`src/rtl/spi_fsm_pkg.sv`:
```
// Shared definitions for the SPI memory transaction controller.
package spi_fsm_pkg;

  typedef enum logic [2:0] {
    IDLE         = 3'd0,
    GET_ADDR     = 3'd1,
    ADDR_LATCH   = 3'd2,
    READ_LOAD    = 3'd3,
    READ_SEND    = 3'd4,
    WRITE_RECV   = 3'd5,
    WRITE_COMMIT = 3'd6,
    DONE         = 3'd7
  } state_t;

  localparam logic RW_READ           = 1'b1;
  localparam int   DEFAULT_WIDTH     = 8;
  localparam int   DEFAULT_ADDR_BITS = 7;

endpackage

```
`src/rtl/spi_fsm_bit_counter.sv`:
```
// Clearable enable-counter; termCount flags the strobe that completes a byte.
module bit_counter #(
  parameter int WIDTH = 8
) (
  input  logic clk,
  input  logic reset,
  input  logic clear,
  input  logic en,
  output logic termCount
);

  localparam int CW = $clog2(WIDTH + 1);
  localparam logic [CW-1:0] LAST = CW'(WIDTH - 1);

  logic [CW-1:0] count;

  // Count enabled strobes; clear has priority so entry into a counting state starts at zero.
  always_ff @(posedge clk) begin
    if (reset || clear) begin
      count <= '0;
    end else if (en) begin
      count <= count + 1'b1;
    end
  end

  assign termCount = en && (count == LAST);

endmodule

```
`src/rtl/spi_fsm.sv`:
```
// SPI memory transaction controller: counts bits, decodes the command byte
// and sequences the address-latch, memory-write, parallel-load and MISO enables.
//
// state        | meaning
// IDLE         | chip not selected, waiting for cs_n low
// GET_ADDR     | shifting in the 7-bit address + R/W command byte
// ADDR_LATCH   | addr_we pulse, R/W bit decoded
// READ_LOAD    | sr_we pulse, memory read data loaded into shift register
// READ_SEND    | miso_buff on while the read byte is shifted out
// WRITE_RECV   | shifting in the write data byte
// WRITE_COMMIT | dm_we pulse, received byte written to memory
// DONE         | transaction complete, waiting for cs_n high
module spi_fsm
  import spi_fsm_pkg::*;
#(
  parameter int WIDTH     = DEFAULT_WIDTH,
  parameter int ADDR_BITS = DEFAULT_ADDR_BITS
) (
  input  logic             clk,
  input  logic             reset,
  input  logic             cs_n,
  input  logic             shift_strobe,
  input  logic [WIDTH-1:0] shift_reg_pout,
  output logic             addr_we,
  output logic             dm_we,
  output logic             sr_we,
  output logic             miso_buff
);

  localparam int RW_BIT = WIDTH - 1 - ADDR_BITS;

  state_t state;
  state_t nextState;
  logic   counting;
  logic   cntEn;
  logic   cntClear;
  logic   termCount;
  logic   rwBit;
  logic   unusedPout;

  // The address bits go to the address latch, not to this controller.
  assign unusedPout = ^shift_reg_pout[WIDTH-1:RW_BIT+1];
  assign rwBit      = shift_reg_pout[RW_BIT];

  assign counting = (state == GET_ADDR) || (state == READ_SEND) || (state == WRITE_RECV);
  assign cntEn    = shift_strobe && counting && !cs_n;
  // Holding the counter clear outside the counting states makes every entry start at zero.
  assign cntClear = cs_n || !counting;

  bit_counter #(.WIDTH(WIDTH)) uBitCounter (
    .clk      (clk),
    .reset    (reset),
    .clear    (cntClear),
    .en       (cntEn),
    .termCount(termCount)
  );

  // Next-state decode; a deasserted chip select aborts from any state.
  always_comb begin
    nextState = state;
    if (cs_n) begin
      nextState = IDLE;
    end else begin
      case (state)
        IDLE:         nextState = GET_ADDR;
        GET_ADDR:     if (termCount) nextState = ADDR_LATCH;
        ADDR_LATCH:   nextState = (rwBit == RW_READ) ? READ_LOAD : WRITE_RECV;
        READ_LOAD:    nextState = READ_SEND;
        READ_SEND:    if (termCount) nextState = DONE;
        WRITE_RECV:   if (termCount) nextState = WRITE_COMMIT;
        WRITE_COMMIT: nextState = DONE;
        DONE:         nextState = DONE;
        default:      nextState = IDLE;
      endcase
    end
  end

  // State register with Moore outputs decoded from the next state so they are registered.
  always_ff @(posedge clk) begin
    if (reset) begin
      state     <= IDLE;
      addr_we   <= 1'b0;
      dm_we     <= 1'b0;
      sr_we     <= 1'b0;
      miso_buff <= 1'b0;
    end else begin
      state     <= nextState;
      addr_we   <= (nextState == ADDR_LATCH);
      dm_we     <= (nextState == WRITE_COMMIT);
      sr_we     <= (nextState == READ_LOAD);
      miso_buff <= (nextState == READ_SEND);
    end
  end

endmodule

```
`config.mk`:
```
export PLATFORM = sky130hd
export DESIGN_NAME = spi_fsm
export DESIGN_NICKNAME = d
export VERILOG_FILES = /design/src/rtl/spi_fsm_pkg.sv /design/src/rtl/spi_fsm_bit_counter.sv /design/src/rtl/spi_fsm.sv
export SDC_FILE = /design/constraint.sdc
export NUM_CORES = 1
export LEC_CHECK = 0
export CELL_PAD_IN_SITES_DETAIL_PLACEMENT = 1
export CELL_PAD_IN_SITES_GLOBAL_PLACEMENT = 1
export CORE_MARGIN = 2
export CORE_UTILIZATION = 35
export DETAILED_ROUTE_END_ITERATION = 6
export PLACE_DENSITY = 0.77
export SYNTH_ARGS = -nofsm -noshare
export SYNTH_HDL_FRONTEND = slang
export SYNTH_HIERARCHICAL = 1
export SYNTH_SLANG_ARGS = --single-unit
```
`constraint.sdc`:
```
create_clock -name clk -period 5 [get_ports clk]
set_input_delay 1 -clock clk [delete_from_list [all_inputs] [get_ports clk]]
set_output_delay 1 -clock clk [all_outputs]
set_load 0.005 [all_outputs]
```
==> results, run 1 <==
- The clock reaches the later pin of the worst-skew pair after 0.28 ns.
- The via count of the first global-routing pass came to 451.
- The number of clock buffers added by TritonCTS is 3.
- The number of hold buffers added after cts is 0.
- After synthesis, flip-flops and latches occupy 39.8% of the total area.
- The number of buffers on the longest clock path is 2.
- The detail route stage leaves a number of antenna-violating nets equal to 0.
- The aggregate global-route resource usage is 13.6%.
- In this run the power spent charging and discharging nets is 38.5 uW.
- The cell sitting at the root of the clock tree is a sky130_fd_sc_hd__clkbuf_4.
- Power spread over the standard cell area amounts to 252 mW/mm2.
- In this design, the largest share of critical-path delay is due to simple AND/OR/NAND/NOR gates.
- The max-slew violation count is 0.
- The routed layout has 435 vias.
- The DRC violations left is 0.
- The cell type of the slowest stage on the worst timing path is sky130_fd_sc_hd__clkdlybuf4s50_1.
- Data on the critical path arrives at its endpoint at 3.37 ns.
- The number of placement rows is 14.
- The share of post-route cells with drive strength above 1 is 13.6%.
- The total die area is 0.00191 mm2.
- After clock tree synthesis, the repair step resized 0 gates.
- In this run the number of H-tree levels came out at 1.
- The largest net degree at the start of global routing is 12.
- Before CTS, the worst setup slack after placement is 1.49 ns.
- The count of synthesis-stage warnings from yosys is 6.
- For this configuration, the core starts out at a cell density of 37.1%.
- Setup repair after global routing left no endpoint under its margin.
- The type of element capturing the critical path is a register.
- The die boundary height is 43.8 um.
- For this run the aggregate overflow at the end of global routing stands at 0.
- The data required time of the critical path is 5.19 ns.
- The layer with the highest usage is met2.
- The CTS tree is built.
- The number of antenna violations at the first check in global routing is 0.
- The post-synthesis cell count is 57.
- The average footprint of a synthesized cell is 9.70 um2.
- The die span in x is 43.8 um.
- Per report_power, the sequential group accounts for 54.8% of the total.
- The path class of the lowest-slack min-delay path is register to register.
- The maximum vdd drop is 0.0844 mV.
- The total negative slack is 0 ns.
- The number of top-level design ports is 16.
- The net count after synthesis is 70.
- The share of total power dissipated in the clock network is 38.7%.
- Between clock sinks in the finished design, the worst skew comes to 0.00243 ns.
- The number of different library cells in the post-synthesis netlist is 31.
- The final design utilization is 43.4%.
- The pin slew with the least headroom to its limit is 0.749 ns.
- The ratio of final minimum period to clock period is 63.6%.
- The worst reg-to-reg setup slack is 2.66 ns.
- The count of maximum capacitance violations is 0.
- In this design, the stage delay of the slowest critical-path cell is 0.54 ns.
- The flow ran to the end, and the final reports show no timing, DRC or antenna violations.
- The number of search-and-repair iterations in the first detailed-routing pass is 2.
- In this run the tightest slew margin relative to its limit is 49.5%.
- The worst-path maximum fanout is 8.
- After synthesis the cells add up to 553 um2.
- Derived from the worst setup path, the maximum achievable clock frequency is 314 MHz.
- The number of nets in the layout is 80.
- The first global-routing pass estimated 1850 um of wire.
- The routed wire length per instance is 12.8 um.
- The clock net in this run drives a total of 11 sinks.
- Routability-driven placement finished with a final weighted congestion of 0.725.
- The violation count after the first detailed-route iteration is 3.
- The setup path with the least slack is of type input port to register.
- The post-CTS repair timing setup buffer count is 0.
- The area growth from synthesis to layout is 16.7%.
- The total detailed-routing wirelength is 1050 um.
- The total setup violations reported at the end of the flow is 0.
- The global routing met2 resource utilization is 21.2%.
- After clock tree synthesis, the clock-pin slew on the worst setup and hold paths is 0.07 ns.
- In this run, synthesis produced a sequential element count of 11.
- The number of failing hold endpoints at the final stage is 0.
- Walking the worst path, the cells encountered are clkdlybuf4s50_1 -> nor2_1 -> o21ai_0 -> nor2_1 -> and4b_2 -> nor2b_1 -> o21ai_1 -> a221oi_1.
- Once detailed placement completed, the half-perimeter wirelength came to 793 um.
- The leakage power total is 0.229 nW.
- The routed design could run at a clock period as short as 3.18 ns.
- The area of the core region is 0.00149 mm2.
- The internal power of the cells totals 124 uW.
- The combinational group share of total power is 6.5%.
- The count of inserted antenna diode cells is 0.
- Of the total power, the share spent switching nets is 23.7%.
- The met1 usage is 15.3%.
- The dominant cell type by count on the critical path is sky130_fd_sc_hd__nor2_1.
- The kind of start point of the critical path is an input port.
- Global routing used 3.75% of the available met3 tracks.
- In the post-route analysis, the smallest setup slack over all paths is 1.82 ns.
- Using the TritonRoute via totals, the vias-per-cell ratio works out to 5.30.
- The buffer and inverter count on the worst path is 1.
- Buffers placed on the I/O ports in this run total 8.
[final cells by class]
type	instances	area (um2)
timing repair buffer	8	80.1
multi-input combinational	42	295
fill	179	843
tap	16	20.0
clock buffer	4	26.3
inverter	1	3.75
sequential	11	220
[power by group through the flow]
stage | clock [mW] | sequential, mW | combinational [mW]
floorplan | 0 | 0.0903 | 0.00772
global placement | 0 | 0.0911 | 0.0103
detailed placement | 0 | 0.0912 | 0.0107
CTS | 0.0664 | 0.0891 | 0.0108
global route | 0.0680 | 0.0893 | 0.0117
finish | 0.0629 | 0.0891 | 0.0105
[routing by layer]
| layer | up-vias | wire length [um] |
|---|---|---|
| li1 | 224 | - |
| met3 | 5 | 37 |
| met2 | 9 | 473 |
| met5 | - | 0 |
| met1 | 197 | 506 |
| met4 | 0 | 31 |
[worst paths after layout]
check	start	to	cells past startpoint
setup / recovery	cs_n	addr_we	8
setup reg to reg	state[0]	addr_we	6
hold reg to reg	state[1]	sr_we	2
hold / removal	state[1]	sr_we	2
[synthesized netlist by cell type, drive strengths merged]
master / count / area, um2
dfxtp: 11 / 220
nor3: 5 / 25.0
o21ai: 4 / 20.0
buf: 3 / 33.8
nand2: 3 / 11.3
nor2: 3 / 11.3
nor2b: 3 / 21.3
a211oi: 2 / 20.0
a21oi: 2 / 10.0
and2b: 2 / 15.0
nor3b: 2 / 15.0
a2111oi: 1 / 15.0
a21bo: 1 / 10.0
a21o: 1 / 8.76
a221oi: 1 / 8.76
and4b: 1 / 11.3
ha: 1 / 12.5
inv: 1 / 3.75
mux2: 1 / 11.3
mux2i: 1 / 10.0
nand2b: 1 / 6.26
nand3: 1 / 5.00
nand3b: 1 / 7.51
nand4: 1 / 12.5
nor4: 1 / 6.26
or2: 1 / 6.26
or3: 1 / 6.26
xnor2: 1 / 8.76
[cells in the final DEF (no fill, tap or decap)]
master                            instances
sky130_fd_sc_hd__ha_1                     1
sky130_fd_sc_hd__xnor2_1                  1
sky130_fd_sc_hd__or2_0                    1
sky130_fd_sc_hd__nand4_2                  1
sky130_fd_sc_hd__clkbuf_4                 3
sky130_fd_sc_hd__nand3_1                  1
sky130_fd_sc_hd__nand3b_1                 1
sky130_fd_sc_hd__a211oi_2                 1
sky130_fd_sc_hd__dfxtp_1                 11
sky130_fd_sc_hd__mux2_1                   1
sky130_fd_sc_hd__a211oi_1                 1
sky130_fd_sc_hd__nand2_1                  3
sky130_fd_sc_hd__clkbuf_1                 1
sky130_fd_sc_hd__a2111oi_2                1
sky130_fd_sc_hd__nor4_1                   1
sky130_fd_sc_hd__or3_1                    1
sky130_fd_sc_hd__mux2i_1                  1
sky130_fd_sc_hd__and2b_1                  2
sky130_fd_sc_hd__nor2b_1                  2
sky130_fd_sc_hd__nand2b_1                 1
sky130_fd_sc_hd__a21o_2                   1
sky130_fd_sc_hd__a221oi_1                 1
sky130_fd_sc_hd__nor2_1                   3
sky130_fd_sc_hd__nor2b_2                  1
sky130_fd_sc_hd__a21oi_1                  2
sky130_fd_sc_hd__and4b_2                  1
sky130_fd_sc_hd__nor3_1                   5
sky130_fd_sc_hd__clkdlybuf4s50_1          8
sky130_fd_sc_hd__inv_1                    1
sky130_fd_sc_hd__nor3b_1                  2
sky130_fd_sc_hd__a21bo_1                  1
sky130_fd_sc_hd__o21ai_0                  3
sky130_fd_sc_hd__o21ai_1                  1
[registers in the layout, summed over array words and instances, names as in the netlist]
signal	flops
addr_we	1
dm_we	1
miso_buff	1
sr_we	1
state	3
uBitCounter/count	4
[tightest hold or removal path, stage by stage (launching register included)]
cell	delay [ns]
sky130_fd_sc_hd__dfxtp_1	0.37
sky130_fd_sc_hd__nand2_1	0.10
sky130_fd_sc_hd__nor4_1	0.05
[logic make-up after synthesis]
group	count (synthesis)	synth area share, %
xor+xnor	1	1.58
simple gates	26	29.0
buf+inv	4	6.79
flops	11	39.8
compound gates	12	16.7
mux	2	3.85
fa+ha+maj	1	2.26
[metrics by stage]
stage	hold WS, ns	instances	total power [mW]	cell area (um2)
floorplan	0.511	57	0.0980	553
global placement	0.545	78	0.101	619
detailed placement	0.554	78	0.102	619
CTS	0.567	82	0.166	646
global route	0.601	82	0.169	646
finish	0.564	82	0.162	646
No activity file was read; power rests on OpenSTA's default activity.
==> run 2: changes to the inputs <==
- CORE_UTILIZATION: 35 -> 33
- PLACE_DENSITY: 0.77 -> 0.73
- clock period: 5 -> 3.3 ns (I/O delays scaled with it)
==> run 2 against run 1 <==
- utilization is 0.50 points lower
- register-to-register slack got worse by 1.2 ns
- sequential cell count unchanged
- combinational power grew 65%
- count of clock-buffer cells in the layout did not move
- global-route usage is 0.66 points higher
- first-iteration DRC count increased to 3.3 times the previous value
- clock skew rose by 0.0030 ns
- highest routed layer unchanged
- worst setup slack worse by 0.88 ns
- total power rose by 53%
==> results, run 2 (synthesized netlist as in run 1, its figures left out) <==
- For the worst-skew pair, the clock arrives at the later sink with an insertion delay of 0.28 ns.
- The area taken by multi-input logic gates is 295 um2.
- The worst-path maximum fanout is 8.
- The die span in x is 44.9 um.
- The number of placed instances, taps included, is 80.
- The type of the setup path with the least slack is input port to register.
- Leaving out fill and tap cells, the most frequent cells in the layout are sky130_fd_sc_hd__dfxtp_1, sky130_fd_sc_hd__clkdlybuf4s50_1, sky130_fd_sc_hd__nor3_1.
- The area of the core region is 0.00154 mm2.
- The share of post-route cells with drive strength above 1 is 16.2%.
- The number of flip-flops under the largest register name is 4.
- For the final routed database, the setup TNS stands at 0 ns.
- In this run the core area contains 14 standard-cell rows.
- The power density relative to cell area is 377 mW/mm2.
- The leakage power total is 0.238 nW.
- STA puts the critical path data required time at 3.47 ns.
- Walking the worst path, the cells encountered are clkdlybuf4s50_1 -> nor2_1 -> o21ai_0 -> nor2_1 -> and4b_2 -> nor2_1 -> a21o_2 -> nor4_1.
- The final route contains 465 vias.
- The clock input transition at the sequential cells of the worst setup and hold paths is 0.08 ns.
- The post-route antenna net violation count is 0.
- For the worst setup path, the data arrival time is 2.53 ns.
- The tool flagged a number of max-cap violations equal to 0.
- Entering global routing, the biggest net connects 12 pins.
- The number of buffers on the longest clock path is 2.
- The endpoint of the worst register-to-register path is sr_we.
- The path with the worst hold slack has its endpoint at uBitCounter/count[1].
- The family of cells with the greatest summed delay on the critical path is simple AND/OR/NAND/NOR gates.
- The number of levels in the clock H-tree is 1.
- The root buffer cell is sky130_fd_sc_hd__clkbuf_4.
- The post-placement cell area is 634 um2.
- The worst setup path is captured at a register.
- The commonest non-fill, non-tap cell in the layout is sky130_fd_sc_hd__dfxtp_1.
- In the routed layout, each cell is associated on average with a via count of 5.54.
- The buffer and inverter count on the worst path is 1.
- The final estimated routing congestion in global placement is 0.715.
- For this run, design rule violations remaining after detail routing come to 0.
- The number of clock sinks is 11.
- Once layout is done, the placed cells without fillers occupy 661 um2.
- The largest registers in the layout are uBitCounter/count (4), state (3).
- The pin slew with the least headroom to its limit is 0.438 ns.
- The ratio of final minimum period to clock period is 71.6%.
- The first TritonRoute pass finished after 4 iterations.
- Setup repair after global routing left no endpoint under its margin.
- At the end of the flow, the number of nets in the layout was 82.
- The path class of the lowest-slack min-delay path is register to register.
- The dominant cell type by count on the critical path is sky130_fd_sc_hd__nor2_1.
- The HPWL reported at the end of detailed placement is 821 um.
- The wire length of the first global-routing pass is 1920 um.
- The total of buffers placed on input and output ports is 8.
- The hold path depth is 2.
- STA classifies the critical path startpoint as an input port.
- The violation count after the first detailed-route iteration is 10.
- The startpoint identified for the worst register-to-register timing path is state[0].
- In the global route stage, overall resource usage came out at 14.2%.
- The setup skew after layout is 0.00546 ns.
- The max-slew violation count is 0.
- The total detailed-routing wirelength is 1140 um.
- Summed over all layers, the global routing overflow is 0.
- The flip-flop and latch area is 220 um2.
- The flow ran to the end, and the final reports show no timing, DRC or antenna violations.
- The worst-case reg-to-reg path depth is 6.
- The design draws 249 uW.
- Counting flops per register, the top entry is uBitCounter/count.
- The tightest slew margin relative to the limit is 70.7%.
- The number of antenna diodes in the final layout is 0.
- The number of failing hold endpoints at the final stage came to 0.
- The via count of the first global-routing pass was 452.
- The worst path in the final design needs a cycle of 2.36 ns, including I/O delays and setup.
- Static timing analysis puts the maximum clock frequency at 423 MHz.
- In this design, the stage delay of the slowest critical-path cell is 0.55 ns.
- Dividing the detail-routed wire length by the instance count gives 13.5 um.
- Counting the fill cells in the layout gives 183.
- The maximum vdd drop is 0.130 mV.
- The worst hold path begins at uBitCounter/count[1].
- On the final layout, the worst hold slack is 0.564 ns.
- TritonCTS built the clock tree.
- 16 I/O pins were placed.
- In this run, post-CTS repair resized a total of 0 instances.
- The total setup violations reported at the end of the flow is 0.
- The initial core utilization is 35.9%.
- The die boundary height is 44.9 um.
- From synthesis to final layout, the design area changed by 19.5%.
- The number of antenna violations at the first check in global routing is 0.
- The clock buffer count from CTS is 3.
- After clock tree synthesis, the setup repair step added 0 buffers.
- For flop-to-flop paths, the worst setup slack is 1.49 ns.
- The total die area is 0.00202 mm2.
- The finished layout holds 84 standard cells, fillers aside.
- The number of hold buffers added after cts is 0.
- The largest individual stage delay along the critical path comes from the cell sky130_fd_sc_hd__clkdlybuf4s50_1.
-- run 2: area by class of cell --
| cell class | instances | share of cell area (%) |
|---|---|---|
| tap | 16 | 3.03 |
| multi-input combinational | 42 | 44.7 |
| clock buffer | 4 | 3.98 |
| inverter | 1 | 0.568 |
| sequential | 11 | 33.3 |
| timing repair buffer | 10 | 14.4 |
-- run 2: metrics by stage --
stage | util, % | worst slack (ns)
2_1_floorplan | - | 1.14
3_3_place_gp | 41.2 | 0.745
3_5_place_dp | 41.2 | 0.672
4_1_cts | 42.9 | 0.952
5_1_grt | 42.9 | 0.854
6_report | 42.9 | 0.936
-- run 2: worst reg2reg max path: cells and delay by family (launching register included) --
family / cells / cell delay [ns]
compound gates: 2 / 0.42
flops: 1 / 0.49
simple gates: 4 / 0.80
-- run 2: metal layers --
layer	global-route usage, %	vias up	part of all wire, %
li1	-	227	-
met1	16.1	226	47
met2	21.1	8	46
met3	4.80	4	3.9
met4	12.4	0	2.5
met5	0	-	0
-- run 2: worst max-delay path by stage --
stage,from,end,slack (ns),cells after the start
6_report,cs_n,sr_we,0.94,8
5_1_grt,cs_n,sr_we,0.85,8
2_1_floorplan,cs_n,addr_we,1.14,9
3_5_place_dp,cs_n,sr_we,0.67,8
4_1_cts,cs_n,sr_we,0.95,8
3_3_place_gp,cs_n,addr_we,0.75,8
-- run 2: power by group --
group / switching [mW] / internal, mW
Clock: 0.0497 / 0.0469
Sequential: 0.00159 / 0.133
Combinational: 0.00881 / 0.00854
==> run 3: changes to the inputs <==
- clock period: 3.3 -> 2.2 ns (I/O delays scaled with it)
==> run 3 against run 2 <==
- count of clock-buffer cells in the layout unchanged
- non-clock buffer count increased by 2
- die area unchanged
- largest power group unchanged
- total power increased by 49%
- cell count increased by 2.4%
- first-iteration DRC count increased by 20%
- utilization increased by 0.97 points
- largest cell class unchanged
- critical endpoint is now addr_we
==> results, run 3 (synthesized netlist as in run 1, its figures left out) <==
- The repair_antennas step left the layout with diodes totalling 0.
- Entering global routing, the biggest net connects 12 pins.
- The number of antenna violations at the first check in global routing is 0.
- The tool flagged a number of max-cap violations equal to 0.
- The type of element capturing the critical path is a register.
- The total negative slack is 0 ns.
- The launch point of the worst reg-to-reg path is state[0].
- The core region is 0.00154 mm2.
- On the final layout, the worst hold slack is 0.568 ns.
- The flow ran to the end, and the final reports show no timing, DRC or antenna violations.
- The total of buffers placed on input and output ports is 8.
- CTS placed an instance of sky130_fd_sc_hd__clkbuf_4 at the clock tree root.
- The final critical path takes up 87.8% of the cycle.
- In the routed design, unresolved DRC markers number 0.
- The final route contains 458 vias.
- Global routing finished with a remaining overflow of 0.
- The register with the most flip-flops in the final layout is uBitCounter/count.
- The detailed-route vias per instance is 5.33.
- Of all nets on the critical path, the largest fanout is 4.
- In this run the most critical hold path is launched from uBitCounter/count[1].
- The die boundary height is 44.9 um.
- The final layout contains 84 nets.
- The clock reaches the later pin of the worst-skew pair after 0.27 ns.
- The wire length of the first global-routing pass is 2090 um.
- Before antenna repair, the detailed router went through 4 iterations.
- Derived from the worst setup path, the maximum achievable clock frequency is 518 MHz.
- The post-route antenna net violation count is 0.
- The violation count after the first detailed-route iteration is 12.
- Summed over all cells, the static leakage comes to 0.248 nW.
- For the pin with the worst max-slew slack, the measured transition is 0.300 ns.
- Across every metal layer, demand over resource in global routing totals 14.9%.
- After detailed routing, the average wire length per cell comes to 13.3 um.
- The post-cts resize count is 0.
- In this run the deepest clock path goes through 2 buffers.
- Buffers inserted during clock tree synthesis total 3.
- The setup skew after layout is 0.000544 ns.
- The tightest slew margin relative to the limit is 79.9%.
- The die covers 0.00202 mm2.
- Power spread over the standard cell area amounts to 550 mW/mm2.
- Measured along the x axis, the die boundary spans 44.9 um.
- The data required time of the critical path is 2.37 ns.
- Counting cells, the worst reg-to-reg path comes to 6.
- The critical path is of the input port to register type.
- The number of flip-flops under the largest register name is 4.
- During I/O placement, the number of pins put on the boundary was 16.
- Setup violations remaining at the end of the flow were counted as 0.
- The HPWL after detailed placement is 871 um.
- The number of clock sinks is 11.
- The share of post-route cells with drive strength above 1 is 18.6%.
- The via count of the first global-routing pass is 464.
- The commonest non-fill, non-tap cell in the layout is sky130_fd_sc_hd__dfxtp_1.
- The largest registers in the layout are uBitCounter/count (4), state (3).
- The min-delay analysis places its worst path in the category register to register.
- The kind of start point of the critical path is an input port.
- The initial utilization of the core area, before any placement, comes to 35.9%.
- The final estimated routing congestion in global placement is 0.694.
- Setup repair after global routing left no endpoint under its margin.
- The clock input transition at the sequential cells of the worst setup and hold paths is 0.07 ns.
- In this run the worst setup path begins at cs_n.
- The time the worst path needs with I/O delays and setup is 1.93 ns.
- The number of failing hold endpoints at the final stage came to 0.
- The layout overhead on the synthesized area is 22.2%.
- The library cells used most frequently in the layout, excluding fill and tap cells, are sky130_fd_sc_hd__dfxtp_1, sky130_fd_sc_hd__clkdlybuf4s50_1, sky130_fd_sc_hd__nor3_1, sky130_fd_sc_hd__buf_4.
- The max-slew violation count is 0.
- TritonCTS built the clock tree.
- The number of hold buffers added after cts is 0.
- The number of setup buffers added after CTS is 0.
- The hold path depth is 2.
- The worst endpoint data arrival time is 2.10 ns.
- The maximum vdd drop is 0.230 mV.
- After floorplanning, the core was divided into 14 placement rows.
- The number of levels in the clock H-tree is 1.
- The total detailed-routing wirelength is 1140 um.
-- run 3: cell types whose count changed in the layout (fill, tap and decap cells not counted) --
cell | previous run | this run
sky130_fd_sc_hd__buf_4 | 2 | 4
-- run 3: where the power goes --
part           internal (mW)  leakage (nW)  total (mW)  switching [mW]
Clock                 0.0703        0.0150       0.140          0.0700
Combinational         0.0151         0.144      0.0287          0.0136
Sequential             0.200        0.0888       0.202         0.00242
-- run 3: final timing paths --
check / to / slack, ns
worst max-delay path: addr_we / 0.27
worst min-delay path: uBitCounter/count[1] / 0.57
worst max register to register: addr_we / 0.39
worst min register to register: uBitCounter/count[1] / 0.57
-- run 3: area by class of cell --
class,count,area [um2]
Clock buffer,4,26.3
Sequential cell,11,220
Timing Repair Buffer,12,110
Fill cell,179,866
Tap cell,16,20.0
Inverter,1,3.75
Multi-Input combinational cell,42,295
-- run 3: metrics by stage --
step	util, %	cells	instance area, um2	total power, mW	setup WS (ns)
4_1_cts	43.8	86	676	0.377	0.240
3_5_place_dp	42.1	82	649	0.236	-0.0422
2_1_floorplan	-	57	553	0.223	0.256
5_1_grt	43.8	86	676	0.388	0.112
6_report	43.8	86	676	0.371	0.269
3_3_place_gp	42.1	82	649	0.235	0.0313
-- run 3: critical path, cell delays in order --
cell and delay [ns]:
sky130_fd_sc_hd__clkdlybuf4s50_1 0.42, sky130_fd_sc_hd__nor2_1 0.10, sky130_fd_sc_hd__o21ai_0 0.12, sky130_fd_sc_hd__nor2_1 0.14, sky130_fd_sc_hd__and4b_2 0.27, sky130_fd_sc_hd__nor2b_1 0.18, sky130_fd_sc_hd__o21ai_1 0.09, sky130_fd_sc_hd__a221oi_1 0.33
-- run 3: per-layer routing --
metal	wire length [um]	track usage, %
met4	42	12.4
met2	488	21.4
met5	0	0
met1	559	18.7
met3	50	3.60
